`src/rtl/matrix_pkg.sv`:
```
// Shared constants and types for the 3x4 matrix register bank and its serializer.
// Element indices follow the bank's column-major load-vector bit order.
package matrix_pkg;

  localparam int ROWS         = 3;
  localparam int COLS         = 4;
  localparam int MATRIX_ELEMS = ROWS * COLS;
  localparam int IDX_W        = 4;

  localparam int IDX_A11 = 0;
  localparam int IDX_A21 = 1;
  localparam int IDX_A31 = 2;
  localparam int IDX_A12 = 3;
  localparam int IDX_A22 = 4;
  localparam int IDX_A32 = 5;
  localparam int IDX_A13 = 6;
  localparam int IDX_A23 = 7;
  localparam int IDX_A33 = 8;
  localparam int IDX_A14 = 9;
  localparam int IDX_A24 = 10;
  localparam int IDX_A34 = 11;

  localparam logic [IDX_W-1:0] LAST_IDX = IDX_W'(MATRIX_ELEMS - 1);

  typedef enum logic {
    IDLE,
    SEND
  } state_e;

  // Width of the register bank's flat load vector for a given element width.
  function automatic int load_vec_width(input int width);
    return MATRIX_ELEMS * width;
  endfunction

  // 1-based (row, col) to load-vector element index.
  function automatic int elem_idx(input int row, input int col);
    return (col - 1) * ROWS + (row - 1);
  endfunction

endpackage

```
`src/rtl/matrix_elem_mux.sv`:
```
// Combinational 12:1 element selector; out-of-range selects return zero.
module matrix_elem_mux
  import matrix_pkg::*;
#(
  parameter int WIDTH = 8
) (
  input  logic [WIDTH-1:0] elems_i [MATRIX_ELEMS],
  input  logic [IDX_W-1:0] sel_i,
  output logic [WIDTH-1:0] data_o
);

  always_comb begin
    // NOTE: default assignment first so every path drives data_o and no latch is inferred.
    data_o = '0;
    for (int i = 0; i < MATRIX_ELEMS; i++) begin
      if (sel_i == i[IDX_W-1:0]) begin
        data_o = elems_i[i];
      end
    end
  end

endmodule

```
`src/rtl/matrix_serializer.sv`:
```
// Snapshots the 3x4 matrix on start and streams the twelve elements column-major
// over a valid/ready bus; all outputs come straight from flops.
module matrix_serializer
  import matrix_pkg::*;
#(
  parameter int WIDTH = 8
) (
  input  logic             clk,
  input  logic             aclr,
  input  logic [WIDTH-1:0] a11in,
  input  logic [WIDTH-1:0] a12in,
  input  logic [WIDTH-1:0] a13in,
  input  logic [WIDTH-1:0] a14in,
  input  logic [WIDTH-1:0] a21in,
  input  logic [WIDTH-1:0] a22in,
  input  logic [WIDTH-1:0] a23in,
  input  logic [WIDTH-1:0] a24in,
  input  logic [WIDTH-1:0] a31in,
  input  logic [WIDTH-1:0] a32in,
  input  logic [WIDTH-1:0] a33in,
  input  logic [WIDTH-1:0] a34in,
  input  logic             start,
  input  logic             abort,
  output logic [WIDTH-1:0] dout,
  output logic             dout_valid,
  input  logic             dout_ready,
  output logic [IDX_W-1:0] idx,
  output logic             last,
  output logic             busy,
  output logic             done
);

  logic [WIDTH-1:0] elems  [MATRIX_ELEMS];
  logic [WIDTH-1:0] snap_q [MATRIX_ELEMS];

  state_e           state_q, state_d;
  logic [IDX_W-1:0] idx_q, idx_d;
  logic [WIDTH-1:0] dout_q, dout_d;
  logic             last_q, last_d;
  logic             done_q, done_d;
  logic             capture;
  logic             beat;
  logic [IDX_W-1:0] next_idx;
  logic [WIDTH-1:0] mux_data;

  assign elems[IDX_A11] = a11in;
  assign elems[IDX_A21] = a21in;
  assign elems[IDX_A31] = a31in;
  assign elems[IDX_A12] = a12in;
  assign elems[IDX_A22] = a22in;
  assign elems[IDX_A32] = a32in;
  assign elems[IDX_A13] = a13in;
  assign elems[IDX_A23] = a23in;
  assign elems[IDX_A33] = a33in;
  assign elems[IDX_A14] = a14in;
  assign elems[IDX_A24] = a24in;
  assign elems[IDX_A34] = a34in;

  // The mux looks one element ahead so dout can be registered on the beat.
  assign next_idx = idx_q + IDX_W'(1);
  assign beat     = (state_q == SEND) && dout_ready;

  matrix_elem_mux #(
    .WIDTH(WIDTH)
  ) u_elem_mux (
    .elems_i(snap_q),
    .sel_i  (next_idx),
    .data_o (mux_data)
  );

  // NOTE: the snapshot is cleared on reset so a stale matrix can never be replayed.
  always_ff @(posedge clk or negedge aclr) begin
    if (!aclr) begin
      for (int i = 0; i < MATRIX_ELEMS; i++) begin
        snap_q[i] <= '0;
      end
    end else if (capture) begin
      for (int i = 0; i < MATRIX_ELEMS; i++) begin
        snap_q[i] <= elems[i];
      end
    end
  end

  always_comb begin
    state_d = state_q;
    idx_d   = idx_q;
    dout_d  = dout_q;
    last_d  = last_q;
    done_d  = 1'b0;
    capture = 1'b0;

    unique case (state_q)
      IDLE: begin
        if (start && !abort) begin
          capture = 1'b1;
          state_d = SEND;
          idx_d   = '0;
          // Snapshot is not yet visible this cycle, so the first element bypasses it.
          dout_d  = elems[IDX_A11];
          last_d  = 1'b0;
        end
      end
      SEND: begin
        if (abort) begin
          state_d = IDLE;
          idx_d   = '0;
          dout_d  = '0;
          last_d  = 1'b0;
        end else if (beat) begin
          if (idx_q == LAST_IDX) begin
            state_d = IDLE;
            idx_d   = '0;
            dout_d  = '0;
            last_d  = 1'b0;
            done_d  = 1'b1;
          end else begin
            idx_d  = next_idx;
            dout_d = mux_data;
            last_d = (next_idx == LAST_IDX);
          end
        end
      end
      default: state_d = IDLE;
    endcase
  end

  // NOTE: sequential state uses non-blocking assignments so all flops update together.
  always_ff @(posedge clk or negedge aclr) begin
    if (!aclr) begin
      state_q <= IDLE;
      idx_q   <= '0;
      dout_q  <= '0;
      last_q  <= 1'b0;
      done_q  <= 1'b0;
    end else begin
      state_q <= state_d;
      idx_q   <= idx_d;
      dout_q  <= dout_d;
      last_q  <= last_d;
      done_q  <= done_d;
    end
  end

  assign dout       = dout_q;
  assign dout_valid = (state_q == SEND);
  assign busy       = (state_q == SEND);
  assign idx        = idx_q;
  assign last       = last_q;
  assign done       = done_q;

endmodule

```
`config.mk`:
```
export PLATFORM = sky130hd
export DESIGN_NAME = matrix_serializer
export DESIGN_NICKNAME = d
export VERILOG_FILES = /design/src/rtl/matrix_pkg.sv /design/src/rtl/matrix_elem_mux.sv /design/src/rtl/matrix_serializer.sv
export SDC_FILE = /design/constraint.sdc
export NUM_CORES = 1
export LEC_CHECK = 0
export BUFFER_PORTS_ARGS = -buffer_cell sky130_fd_sc_hd__buf_2
export CORE_MARGIN = 2
export CORE_UTILIZATION = 36
export CTS_CLUSTER_SIZE = 16
export DETAILED_ROUTE_END_ITERATION = 8
export PLACE_DENSITY = 0.61
export SLEW_MARGIN = 20
export SYNTH_ARGS = -nofsm -noshare
export SYNTH_HDL_FRONTEND = slang
export SYNTH_HIERARCHICAL = 1
export SYNTH_SLANG_ARGS = --single-unit
```
`constraint.sdc`:
```
create_clock -name clk -period 2.4 [get_ports clk]
set_input_delay 0.48 -clock clk [delete_from_list [all_inputs] [get_ports clk]]
set_output_delay 0.48 -clock clk [all_outputs]
set_load 0.1 [all_outputs]
```
Yosys cells after proc, flatten, opt, wreduce, memory -nomap -nowiden
Cells that the tools add are included.
Widths: inputs -> output; s select.
{"block": "classes", "addsub": 1, "eq_ne": 14, "mux": 37, "n_bitwise": 1, "reduce_logical": 5}
{"cell": "$mux 8", "n": 16}
{"cell": "$eq 4x4->1 const B", "n": 5}
{"cell": "$eq 4x3->1 const B", "n": 4}
{"cell": "$mux 4", "n": 4}
{"cell": "$pmux 8 s2", "n": 1}
{"cell": "$mux 1", "n": 13}
{"cell": "$eq 4x2->1 const B", "n": 2}
{"cell": "$pmux 4 s2", "n": 1}
{"cell": "$add 4x1->4 const B", "n": 1}
{"cell": "$eq 4x1->1 const B", "n": 1}
{"cell": "$logic_not 4->1", "n": 1}
{"cell": "$pmux 1 s2", "n": 2}
{"cell": "$ne 3x2->1 const B", "n": 1}
{"cell": "$logic_and 1x1->1", "n": 2}
{"cell": "$ne 2x2->1 const B", "n": 1}
{"cell": "$reduce_and 2->1", "n": 1}
{"cell": "$logic_not 1->1", "n": 1}
{"cell": "$not 1->1", "n": 1}
{"block": "totals", "register_bits": 111, "in_bits": 101, "output_inout_bits": 16, "elab_cells": 75}

Logic depth before layout (Yosys ltp)
{"block": "logic_depth", "word_depth": 18, "depth_mapped": 11, "mapped_depth_nobuf": 9}

By module
Netlist, hierarchy kept.
{"mod": "matrix_serializer", "n_inst": 1, "cells_each": 456, "area_per_inst_um2": 4316.6, "seq_area_each_um2": 2777.7}
{"mod": "matrix_elem_mux", "n_inst": 1, "cells_each": 146, "area_per_inst_um2": 1026.0, "seq_area_each_um2": 0.0}

Worst setup path after synthesis
Ideal clock, no wire load.
{"block": "synth_path", "kind": "reg2reg", "start": "register idx_q[0], in the netlist idx[0]", "end": "register dout_q[6], in the netlist dout[6]", "setup_time_ns": 0.126, "t_arrival_ns": 2.875, "required_time_ns": 2.274, "path_slack_ns": -0.601, "stages_incl_launch_ff": 9, "path_buffers": 2, "period_less_slack_ns": 3.001, "path_cell_list": "dfrtp_1 > inv_1 > ha_1 > inv_1 > buf_4 > buf_2 > mux4_1 > a211o_1 > a221o_1"}
{"block": "synth_via", "elab_chain_len": 18, "elab_cells_between_ends": 30, "cone_classes": "1 x add/sub; 12 x eq/ne; 16 x mux; 1 x reduce/logical"}
{"element": "start, declared", "line": "matrix_serializer.sv:37", "text": "logic [IDX_W-1:0] idx_q, idx_d;"}
{"element": "start signal, assigned", "line": "matrix_serializer.sv:137", "text": "idx_q <= idx_d;"}
{"element": "$add 4x1->4 *", "line": "matrix_serializer.sv:60", "text": "assign next_idx = idx_q + IDX_W'(1);"}
{"element": "via next_idx[0]", "line": "matrix_serializer.sv:43", "text": "logic [IDX_W-1:0] next_idx;"}
{"element": "$logic_not 4->1", "line": "matrix_elem_mux.sv:16", "text": "if (sel_i == i[IDX_W-1:0]) begin"}
{"element": "$mux 8 (11 in series)", "line": "matrix_elem_mux.sv:16"}
{"element": "$mux 8 *", "line": "matrix_elem_mux.sv:16"}
{"element": "via mux_data[6]", "line": "matrix_serializer.sv:44", "text": "logic [WIDTH-1:0] mux_data;"}
{"element": "$mux 8 *", "line": "matrix_serializer.sv:110", "text": "if (idx_q == LAST_IDX) begin"}
{"element": "$mux 8 *", "line": "matrix_serializer.sv:109", "text": "end else if (beat) begin"}
{"element": "$mux 8 *", "line": "matrix_serializer.sv:104", "text": "if (abort) begin"}
{"element": "$pmux 8 s2 *", "line": "matrix_serializer.sv:92", "text": "unique case (state_q)"}
{"element": "end signal, assigned", "line": "matrix_serializer.sv:138", "text": "dout_q <= dout_d;"}
{"element": "end, declared", "line": "matrix_serializer.sv:38", "text": "logic [WIDTH-1:0] dout_q, dout_d;"}
The timed path passes the listed nets; every way through them passes the cells marked *. The select of a mux whose other input is x is not followed.
A chain may end at the register's enable or synchronous reset.

Worst setup path after layout
{"block": "layout_path", "start": "register idx_q[0], in the netlist idx[0]", "end": "register dout_q[7], in the netlist dout[7]"}
The elaborated chain is that of the path after synthesis.

==> flow_summary.toml <==
[setup_path]
rr_endpoint = "dout[7]"
r2r_start = "idx[0]"
critical_path.top_delay_family = "compound AO/OA/AOI/OAI gates"
crit_required_ns = 2.64
cp_slowest_cell = "dfrtp_4"
cp_data_arrival_time_ns = 2.54
slowest_delay_ns = 0.51
path_buf_inv = 1
worstPathCellList = "ha_1, xor2_2, nor2b_2, buf_4, a32o_1, a21oi_1, o21ai_1, a221o_1"
rrSetupSlack_ns = 0.09
reg2regPathDepth = 8
start_kind = "flip-flop"
worstSetupPathType = "flip-flop to flip-flop"
critPathMaxFanout = 5
critPathCaptureType = "flip-flop"

[pwr]
ir_drop_mv = 0.4217
power_leakage_nw = 3.401
power_density_nw_per_um2 = 939.8

[floorplanning]
die_area_um2 = 15830
die_y_um = 125.8
core_area_um2 = 14530
num_rows = 44
ios = 117
dieWidth_um = 125.8
initial_core_util = 0.3676

[clocking]
cts_buffer_depth = 2
clock-root-buffer = "clkbuf_16"
cts_hold_buf = 0
clk_pin_slew_worst_paths_ns = 0.07
cts_tree = "built"
numCtsBuffers = 9
clock-sinks = 111
htreeDepth = 3
post-cts-setup-buffers = 0
clk_latency_ns = 0.35

[global_routing]
grt_max_degree = 61
grt_antenna_before_repair = 0
grt-ovfl-total = 0
first_global_vias = 4609
grt.total_usage = 0.1865
grt_pass1_wl_mm = 23.22

[placement]
place_congestion = 0.9259
post-place-cells = 885
placed_area_um2 = 6182
hpwl_mm = 10.79
placement.io_buffers = 116

[yosys]
syn_area_per_cell_um2 = 8.875
yosys_register_bits = 111
yosys_most_used_dff = "dfrtp_1"
synth.distinct_cells = 54
syn_area_um2 = 5343
syn-num-nets = 705
yosys_warnings = 6
syn_inst = 602
postSynth.asyncResetShare = 1.000
synth_edf_count = 0
ys_seq_area_frac = 0.5199

[timing]
min_period_ns = 2.307
setup_viol = 0
hold_viol_final = 0
finalCritPeriodShare = 0.9614
finClkSkew_ns = 0.007086
report.final.slew_viol_count = 0
slew-limit-headroom = 0.5945
worst_pin_slew_ns = 0.6083
max_freq_mhz = 433.4

[detailed_routing]
drtAntennaViolNets = 0
drtIter0Drc = 294
viasPerCell = 4.981
finalWirelength_mm = 14.42
first_pass_iters = 4
post_drt_wl_per_cell_um = 16.00
vias = 4488
drc_errors = 0

[layout]
num_antenna_cells = 0
final_area_um2 = 6510
final_cell_mix = "nand2_1 (285), buf_2 (115), dfrtp_1 (107)"
layout-drive-gt1-share = 0.2580
final_nets = 815
final_common_cell = "nand2_1"
area_growth_syn_to_layout_pct = 21.85
instances_no_fill = 901
final_util = 0.4479

[run]
timing.max_cap.violations = 0

[run_status]
status = "finished, final reports clean"

[min_path]
hold_path.class = "input pin to async pin"
-- timing repair --
item,4_1_cts,5_1_grt
setup endpoints to repair,3,7
resized for setup,1,6
cloned,0,0
-- layout make-up --
| type | instances | area (um^2) |
|---|---|---|
| inverters | 8 | 32.53 |
| repair buffers | 139 | 822.0 |
| well taps | 184 | 230.2 |
| clock buffers | 10 | 239.0 |
| clock inverters | 6 | 67.56 |
| fillers | 1462 | 8024 |
| multi-input cells | 443 | 2331 |
| flip-flops and latches | 111 | 2788 |
-- logic make-up (layout without fill, tap and decap cells) --
| kind of cell | Yosys count | after routing | share of synthesized area |
|---|---|---|---|
| muxes | 20 | 20 | 0.05433 |
| DFF | 111 | 111 | 0.5199 |
| adders and majority gates | 2 | 2 | 0.004683 |
| xor gates and xnor gates | 3 | 3 | 0.004919 |
| buffers and inverters | 48 | 163 | 0.04801 |
| AOI/OAI and AO/OA | 80 | 80 | 0.1056 |
| and+or+nand+nor | 338 | 338 | 0.2625 |
-- stage by stage --
| stage | hold slack (ns) | setup TNS (ns) | setup WS [ns] | power, W |
|---|---|---|---|---|
| after floorplan | 0.1844 | 0 | 0.01578 | 0.004017 |
| after global placement | 0.4543 | 0 | 0.03907 | 0.004549 |
| after detailed placement | 0.4567 | -0.05585 | -0.05050 | 0.004603 |
| after CTS | 0.1043 | 0 | 0.04978 | 0.006158 |
| after global routing | 0.1244 | -0.004660 | -0.004660 | 0.006457 |
| final | 0.1001 | 0 | 0.09261 | 0.006118 |
-- sequential cells by signal, indices dropped and copies added (netlist names) --
name,count
snap_q,96
dout,8
idx,4
busy,1
done,1
last,1
-- power breakdown --
group | leakage (nW) | internal, W | switching, W
sequential | 1.39 | 0.00233 | 0.000320
clock | 0.145 | 0.000842 | 0.000689
combinational | 1.87 | 0.000706 | 0.00123
-- synthesized netlist by cell type (6+ instances only) --
cell type | number | area share
buf_2 | 19 | 0.018
nor3_1 | 10 | 0.0094
dfrtp_1 | 111 | 0.52
nor2b_1 | 7 | 0.0082
nand3_1 | 7 | 0.0066
clkbuf_1 | 12 | 0.0084
a21oi_1 | 8 | 0.0075
a221o_1 | 8 | 0.015
mux2_2 | 6 | 0.013
a21o_1 | 8 | 0.011
and2_1 | 8 | 0.0094
inv_1 | 7 | 0.0049
nand2_1 | 285 | 0.20
o21ai_0 | 18 | 0.017
mux2i_1 | 8 | 0.015
o21ai_1 | 8 | 0.0075
-- how the worst max path moves through the flow --
stage	startpoint	endpoint	slack, ns	cells after the start
final	idx[0]	dout[7]	0.09	8
after global routing	idx[0]	dout[1]	-0.005	10
after CTS	idx[0]	dout[6]	0.05	6
after detailed placement	idx[0]	dout[6]	-0.05	10
after global placement	idx[0]	dout[0]	0.04	8
after floorplan	idx[0]	dout[6]	0.02	8
-- per-layer routing --
metal | wire length, um | track usage | part of all wire
met5 | 0 | 0 | 0
met4 | 325 | 0.05559 | 0.023
met3 | 1036 | 0.04418 | 0.072
met2 | 6607 | 0.2935 | 0.46
met1 | 6451 | 0.2584 | 0.45
Power figures use the tool's default switching activity.
